**src/rtl/sram_req_bridge.sv**
```systemverilog
// N-channel round-robin request bridge onto one split-handshake sram-like port.
// A hold register issues the next request while an ID FIFO routes in-order responses.
module sram_req_bridge #(
   parameter int NCH   = 2,
   parameter int AW    = 32,
   parameter int DW    = 32,
   parameter int DEPTH = 4
) (
   input  logic                  clk,
   input  logic                  rst,
   input  logic [NCH-1:0]        ch_req,
   input  logic [NCH-1:0]        ch_wr,
   input  logic [NCH*DW/8-1:0]   ch_wstrb,
   input  logic [NCH*AW-1:0]     ch_addr,
   input  logic [NCH*DW-1:0]     ch_wdata,
   output logic [NCH-1:0]        ch_addr_ok,
   output logic [NCH-1:0]        ch_data_ok,
   output logic [DW-1:0]         ch_rdata,
   output logic                  mem_req,
   output logic                  mem_wr,
   output logic [DW/8-1:0]       mem_wstrb,
   output logic [AW-1:0]         mem_addr,
   output logic [DW-1:0]         mem_wdata,
   input  logic                  mem_addr_ok,
   input  logic                  mem_data_ok,
   input  logic [DW-1:0]         mem_rdata,
   output logic                  busy
);

   localparam int SW = DW / 8;
   localparam int IW = (NCH > 1) ? $clog2(NCH) : 1;
   localparam int PW = $clog2(DEPTH + 1);
   localparam int FW = (DEPTH > 1) ? $clog2(DEPTH) : 1;
   localparam logic [PW-1:0] P_DEPTH = PW'(DEPTH);
   localparam logic [FW-1:0] F_LAST  = FW'(DEPTH - 1);
   localparam logic [IW-1:0] ID_LAST = IW'(NCH - 1);

   logic            r_hold_valid;
   logic            r_hold_wr;
   logic [SW-1:0]   r_hold_wstrb;
   logic [AW-1:0]   r_hold_addr;
   logic [DW-1:0]   r_hold_wdata;
   logic [IW-1:0]   r_hold_id;
   logic [PW-1:0]   r_pend;
   logic [IW-1:0]   r_last;
   logic [IW-1:0]   r_fifo [DEPTH];
   logic [FW-1:0]   r_wptr;
   logic [FW-1:0]   r_rptr;
   logic [PW-1:0]   r_fcnt;

   logic            w_found;
   logic [IW-1:0]   w_gnt;
   logic            w_cap;
   logic            w_hand;
   logic            w_pop;
   logic [IW-1:0]   w_head;

   function automatic logic [FW-1:0] f_inc(input logic [FW-1:0] p);
      return (p == F_LAST) ? '0 : p + 1'b1;
   endfunction

   // Round-robin: scan last+1 .. last+NCH, first requester wins.
   always_comb begin
      logic [IW-1:0] c;
      w_found = 1'b0;
      w_gnt   = '0;
      c       = r_last;
      for (int k = 0; k < NCH; k++) begin
         c = (c == ID_LAST) ? '0 : c + 1'b1;
         if (!w_found && ch_req[c]) begin
            w_found = 1'b1;
            w_gnt   = c;
         end
      end
   end

   // Credit uses the registered count only; a same-cycle response frees nothing.
   assign w_cap  = !rst && w_found && (!r_hold_valid || mem_addr_ok) && (r_pend < P_DEPTH);
   assign w_hand = r_hold_valid && mem_addr_ok;
   assign w_pop  = mem_data_ok && (r_fcnt != '0);
   assign w_head = r_fifo[r_rptr];

   assign ch_addr_ok = w_cap ? (NCH'(1) << w_gnt) : '0;
   assign ch_data_ok = w_pop ? (NCH'(1) << w_head) : '0;
   assign ch_rdata   = mem_rdata;

   assign mem_req   = r_hold_valid;
   assign mem_wr    = r_hold_wr;
   assign mem_wstrb = r_hold_wstrb;
   assign mem_addr  = r_hold_addr;
   assign mem_wdata = r_hold_wdata;
   assign busy      = (r_pend != '0);

   always_ff @(posedge clk or posedge rst) begin
      if (rst) begin
         r_hold_valid <= 1'b0;
         r_hold_wr    <= 1'b0;
         r_hold_wstrb <= '0;
         r_hold_addr  <= '0;
         r_hold_wdata <= '0;
         r_hold_id    <= '0;
         r_last       <= ID_LAST;
      end else if (w_cap) begin
         r_hold_valid <= 1'b1;
         r_hold_wr    <= ch_wr[w_gnt];
         r_hold_wstrb <= ch_wstrb[int'(w_gnt)*SW +: SW];
         r_hold_addr  <= ch_addr[int'(w_gnt)*AW +: AW];
         r_hold_wdata <= ch_wdata[int'(w_gnt)*DW +: DW];
         r_hold_id    <= w_gnt;
         r_last       <= w_gnt;
      end else if (w_hand) begin
         r_hold_valid <= 1'b0;
      end
   end

   always_ff @(posedge clk or posedge rst) begin
      if (rst) begin
         r_pend <= '0;
      end else begin
         r_pend <= r_pend + PW'(w_cap) - PW'(w_pop);
      end
   end

   // ID FIFO cannot overflow: the pending credit already counts hold + FIFO.
   always_ff @(posedge clk or posedge rst) begin
      if (rst) begin
         for (int i = 0; i < DEPTH; i++) r_fifo[i] <= '0;
         r_wptr <= '0;
         r_rptr <= '0;
         r_fcnt <= '0;
      end else begin
         if (w_hand) begin
            r_fifo[r_wptr] <= r_hold_id;
            r_wptr         <= f_inc(r_wptr);
         end
         if (w_pop) r_rptr <= f_inc(r_rptr);
         r_fcnt <= r_fcnt + PW'(w_hand) - PW'(w_pop);
      end
   end

endmodule

```
**config.mk**
```make
export PLATFORM = sky130hd
export DESIGN_NAME = sram_req_bridge
export DESIGN_NICKNAME = d
export VERILOG_FILES = /design/src/rtl/sram_req_bridge.sv
export SDC_FILE = /design/constraint.sdc
export NUM_CORES = 1
export LEC_CHECK = 0
export CORE_ASPECT_RATIO = 0.6
export CORE_MARGIN = 2
export CORE_UTILIZATION = 38
export DETAILED_ROUTE_END_ITERATION = 16
export GPL_TIMING_DRIVEN = 0
export PLACE_DENSITY = 0.84
export SYNTH_ARGS = -nofsm -noshare
export SYNTH_HDL_FRONTEND = slang
export SYNTH_SLANG_ARGS = --single-unit
```
**constraint.sdc**
```tcl
create_clock -name clk -period 4.3 [get_ports clk]
set_input_delay 1.29 -clock clk [delete_from_list [all_inputs] [get_ports clk]]
set_output_delay 1.29 -clock clk [all_outputs]
set_load 0.03 [all_outputs]
```
=== After elaboration in Yosys (flattened, before gate mapping) ===
Cells that the tools add are included.

* Bitwise logic cells: 2
* Order comparisons: 7
* Multiplexer cells: 24
* Shift operators: 5
* Reduce and logical (&&, ||, !) cells: 14
* Equal/unequal tests: 2
* Add/sub/neg operators: 8

{| class="wikitable"
|+ Operators with widths
! kind !! count
|-
| $shiftx 64x7->32 || 2
|-
| $mux 1 || 17
|-
| $mux 2 || 4
|-
| $shiftx 8x4->4 || 1
|-
| $logic_and 1x1->1 || 7
|-
| $add 3x1->3 || 2
|-
| $ge 3x3->1 const B || 2
|-
| $lt 1x2->1 const B || 3
|-
| $not 2->3 || 2
|-
| $reduce_bool 3->1 || 2
|-
| $sub 3x1->3 || 2
|-
| $add 2x1->2 const B || 2
|-
| $bwmux 4 || 1
|-
| $eq 2x2->1 const B || 2
|-
| $shl 1x1->2 const A || 2
|-
| $logic_not 1->1 || 3
|-
| $lt 3x1->1 const B || 1
|-
| $lt 3x3->1 const B || 1
|-
| $add 1x1->1 const B || 2
|-
| $bmux 1 s2 || 1
|-
| $demux 1 s2 || 1
|-
| $reduce_bool 2->1 || 1
|-
| $logic_or 1x1->1 || 1
|}

* Register bits: 86

=== Logic depth before layout (Yosys ltp) ===
* Word-level depth: 13
* Gate-level depth with buffers: 11
* Gate-level depth less buffers: 9

=== Least setup slack after synthesis ===
No wires, ideal clock.

* Kind: input port to output port
* From: input rst
* To: output ch_addr_ok[0]
* Setup slack: 0.701 ns
* Required time: 3.010 ns
* Stages: 6
* Arrival: 2.309 ns
* Path through: nor2_1 > o211a_1 > buf_6 > buf_4 > inv_1 > nor2_1

* Longest elaborated chain between the ends: 5

{| class="wikitable"
|+ Ends and longest elaborated chain
! item !! line !! RTL
|-
| from (decl) || 10 || <nowiki>input logic rst,</nowiki>
|-
| $logic_not 1->1 (no line) || - ||
|-
| $logic_and 1x1->1 (3 in series) || 78 || <nowiki>assign w_cap = !rst && w_found && (!r_hold_valid || mem_addr_ok) && (r_pend < P_DEPTH);</nowiki>
|-
| $mux 2 || 83 || <nowiki>assign ch_addr_ok = w_cap ? (NCH'(1) << w_gnt) : '0;</nowiki>
|-
| to (decl) || 16 || <nowiki>output logic [NCH-1:0] ch_addr_ok,</nowiki>
|}

No other way between the ends.

=== Worst setup path after layout ===
* From: input rst
* To: output ch_addr_ok[1]

Same word-level chain as after synthesis.

==> results.rst <==
.. list-table::
   :header-rows: 1

   * - Metric
     - Value
   * - Number of storage elements in the synthesis netlist
     - 86
   * - Synth Area in Simple Gates
     - 0.0153
   * - Core region area
     - around 12000 µm²
   * - Type of element capturing the critical path
     - output pin
   * - Hold violation total from the final report
     - 0
   * - VDD IR max
     - 0.295 mV
   * - Area used by multi-input combinational logic
     - 2220 µm²
   * - Number of vias in the routed layout
     - roughly 3600
   * - Period minus WS final
     - between 4000 and 5000 ps
   * - Effective utilization at floorplan
     - 0.394
   * - Via count of the first global-routing pass
     - approximately 3800
   * - WP data required
     - between 3000 and 4000 ps
   * - Area growth, synth to finish
     - 63.0%
   * - Clock transition at the registers of the reported paths
     - roughly 60 ps
   * - Actual slew at the worst max-slew pin
     - 660 ps
   * - Setup repair after global routing missed its margin
     - no
   * - Fraction of layout cells with a size suffix above 1
     - 0.359
   * - Syn nets
     - roughly 520
   * - Post-synthesis share of cell area spent on xor and xnor gates
     - 0.00728
   * - Average via count per standard cell
     - roughly 4.7
   * - Post-Synthesis Mean Instance Area
     - about 15 µm²
   * - Area taken by flip-flops and latches
     - about 2200 µm²
   * - Number of placement rows
     - 31
   * - Die outline area
     - ~14000 µm²
   * - Startpoint of the lowest-slack register-to-register path
     - r_fcnt[1]
   * - Number of top-level pins
     - roughly 280
   * - Final Routed Wirelength
     - 12700 µm
   * - Overflow left after global routing
     - 0
   * - Leakage component of the power
     - around 3.4 nW
   * - Main area contributors after synthesis
     - sky130_fd_sc_hd__dfrtp_1 44%, sky130_fd_sc_hd__mux2_4 21%, sky130_fd_sc_hd__mux2_2 19%
   * - Overall global routing resource usage
     - 0.187
   * - Library cell with the highest instance count after synthesis
     - sky130_fd_sc_hd__dfrtp_1
   * - Number of nets in the layout
     - ~800
   * - Critical-path cell with the highest stage delay
     - sky130_fd_sc_hd__clkdlybuf4s50_1
   * - Post-synthesis cell area
     - between 4000 and 5000 µm²
   * - Multiplexer fraction of the synthesized cell area
     - 0.398
   * - Mapped Cells
     - between 300 and 400
   * - Reported max-cap violation count
     - 0
   * - Largest family of logic cells by synthesized area
     - multiplexers
   * - Sequential area share after synthesis
     - 0.448
   * - Max Fclk
     - approximately 240 MHz
   * - Cell Pwr Density
     - roughly 630 nW/µm²
   * - Buffer cell driving the clock tree root
     - sky130_fd_sc_hd__clkbuf_16
   * - Top-area cell type share of the netlist area
     - 0.442
   * - DRC errors left
     - 0
   * - Ys async rst share
     - 1.00
   * - Tcrit/Tclk final
     - 0.964
   * - Slowest stage delay, CP
     - roughly 460 ps
   * - HPWL after DPL
     - roughly 10000 µm
   * - Core occupancy in the finished layout
     - 0.642
   * - Number of antenna violations at the first check in global routing
     - 0
   * - TritonCTS clock tree
     - done
   * - Number of enable flip-flop cells after synthesis
     - 0
   * - Post-synth top cells
     - 85 x sky130_fd_sc_hd__dfrtp_1, 80 x sky130_fd_sc_hd__mux2_2, 66 x sky130_fd_sc_hd__mux2_4
   * - Dpl ws
     - -423 ps
   * - Critical path class
     - in2out
   * - Synth area leader
     - sky130_fd_sc_hd__dfrtp_1
   * - Post-synth cell types
     - 25
   * - GPL Wtd Cong
     - 0.727
   * - Power Total
     - roughly 5.0 mW
   * - Layout filler cell count
     - approximately 900
   * - Count of final max-slew check failures
     - 0
   * - Final routed wire length divided by cell count
     - 16.8 µm
   * - Maximum net fanout on the critical path
     - 10
   * - Yosys warns
     - 0
   * - Setup-failing EPs final
     - 0
   * - IO Port Bufs
     - 250
   * - Top FF cell, synth
     - sky130_fd_sc_hd__dfrtp_1
   * - Count of buffer and inverter cells on the critical path
     - 4
   * - Final ANT Viol Nets
     - 0
   * - Hold path depth
     - 1
   * - Compound-cell area share of the yosys netlist
     - 0.00937
   * - Hold buffer count at CTS
     - 0
   * - Data arrival at the endpoint of the critical path
     - 2860 ps
   * - Clock Skew
     - 6.78 ps
   * - Status
     - finished clean
   * - Worst Hold Endpoint
     - r_pend[0]
   * - Buffer count from post-CTS setup fixing
     - 0
   * - Startpoint types
     - input port
   * - Detailed router's first-iteration violation count
     - 64
   * - Maximum number of pins on one net before global-route repair
     - 57
   * - Width of the die
     - roughly 150 µm
   * - Worst path cell trace
     - clkdlybuf4s50_1, nor2_1, o211a_1, buf_6, buf_4, and2_1, clkdlybuf4s15_2
   * - Critical hold path startpoint
     - r_pend[0]
   * - Number of buffers created by CTS
     - 9
   * - Maximum root-to-sink buffer count
     - 2
   * - Worst hold slack after final layout
     - slightly above 500 ps
   * - Worst reg-to-reg path cell count
     - 8
   * - Global-route wire length before repair
     - ~20000 µm
   * - Worst setup slack for register-to-register paths
     - 1740 ps
   * - Endpoint of the worst-slack reg-to-reg timing path
     - r_pend[2]
   * - Cell family with most CP delay
     - buffers and inverters
   * - Area share of fa/ha/maj cells after synthesis
     - 0.0317
   * - Relative max-transition margin
     - 0.556
   * - Final antenna diode count
     - 0
   * - Worst min-delay path class
     - reg2reg
   * - Detailed Routing Iterations Pass 1
     - 4
   * - Clock sink count
     - 86
   * - Height of the die
     - 91.1 µm
   * - Clk_lat worst skew
     - between 300 and 400 ps
   * - CTS H-tree depth
     - 3
   * - Final setup margin
     - roughly 150 ps
-- report_power, final --
group | switching, mW | internal, mW
logic | 1.34 | 1.37
clock network | 0.300 | 0.463
registers | 0.249 | 1.23
total | 1.89 | 3.07
-- layer usage --
metal  vias up  wire [µm]  share of wire  track usage
li1       1646          -              -            -
met1      1746       4910           0.39        0.212
met2       151       6730           0.53        0.351
met3         9        993          0.078       0.0558
met4         0        108         0.0085       0.0357
met5         -          0              0            0
-- placed cells by master (no fill, tap or decap), types with 2 or more instances in the layout --
cell type	instances
sky130_fd_sc_hd__clkdlybuf4s50_1	247
sky130_fd_sc_hd__dfrtp_1	85
sky130_fd_sc_hd__mux2_2	80
sky130_fd_sc_hd__mux2_4	66
sky130_fd_sc_hd__buf_4	39
sky130_fd_sc_hd__inv_1	10
sky130_fd_sc_hd__buf_6	9
sky130_fd_sc_hd__ha_1	9
sky130_fd_sc_hd__clkbuf_16	9
sky130_fd_sc_hd__nand3_1	4
sky130_fd_sc_hd__nor2_1	3
sky130_fd_sc_hd__xnor2_1	3
sky130_fd_sc_hd__nand2_1	2
sky130_fd_sc_hd__nor3_1	2
sky130_fd_sc_hd__a21o_1	2
sky130_fd_sc_hd__fa_1	2
sky130_fd_sc_hd__clkbuf_1	2
sky130_fd_sc_hd__clkinvlp_4	2
-- stage by stage --
stage | area, µm² | setup TNS [ps] | cells
final | 7840 | 0 | 759
after global routing | 7840 | 0 | 759
after CTS | 7840 | 0 | 759
after detailed placement | 7550 | -753 | 744
after global placement | 7520 | -46570 | 743
after floorplan | 4810 | 0 | 328
-- worst register-to-register path, cell delays in order, from the launching register on --
cell                      delay, ps
sky130_fd_sc_hd__dfrtp_1        420
sky130_fd_sc_hd__o31ai_1        610
sky130_fd_sc_hd__inv_1          170
sky130_fd_sc_hd__ha_1           320
sky130_fd_sc_hd__inv_1           40
sky130_fd_sc_hd__ha_1           190
sky130_fd_sc_hd__fa_1           390
sky130_fd_sc_hd__xor2_1         170
sky130_fd_sc_hd__xnor2_1        130
-- kinds of logic after synthesis --
| group | count (synthesis) |
|---|---|
| XOR/XNOR | 4 |
| buffers and inverters | 59 |
| AO/OA/AOI/OAI | 6 |
| AND/OR/NAND/NOR | 15 |
| flip-flops | 86 |
| adder cells (fa/ha/maj) | 11 |
| multiplexers | 147 |
-- worst max-delay path by stage --
stage	from	to	slack (ps)	depth (start not counted)
3_3_place_gp	rst	mem_addr[21]	-550	2
2_1_floorplan	rst	ch_addr_ok[0]	700	6
6_report	rst	ch_addr_ok[1]	150	7
5_1_grt	rst	ch_addr_ok[1]	50	7
4_1_cts	mem_addr_ok	ch_addr_ok[1]	40	7
3_5_place_dp	mem_addr_ok	ch_addr_ok[0]	-420	8
-- layout make-up --
class                   count  share of cell area
clock buffers              12              0.0314
multi-input cells         183               0.283
flip-flops and latches     86               0.275
plain buffers              48              0.0503
repair buffers            251               0.323
clock inverters             3             0.00575
well taps                 165              0.0263
inverters                  11             0.00559
-- registers in the layout, indices dropped and copies added (netlist names) --
| register | flops |
|---|---|
| mem_addr | 32 |
| mem_wdata | 32 |
| mem_wstrb | 4 |
| r_fifo | 4 |
| r_fcnt | 3 |
| r_pend | 3 |
| r_rptr | 2 |
| r_wptr | 2 |
| mem_req | 1 |
| mem_wr | 1 |
| r_hold_id | 1 |
| r_last | 1 |
-- timing repair --
item,in CTS,in global routing
hold endpoints to repair,0,0
endpoints found under the setup margin,2,2
gates resized for setup,8,1
No activity file was read; power rests on OpenSTA's default activity.
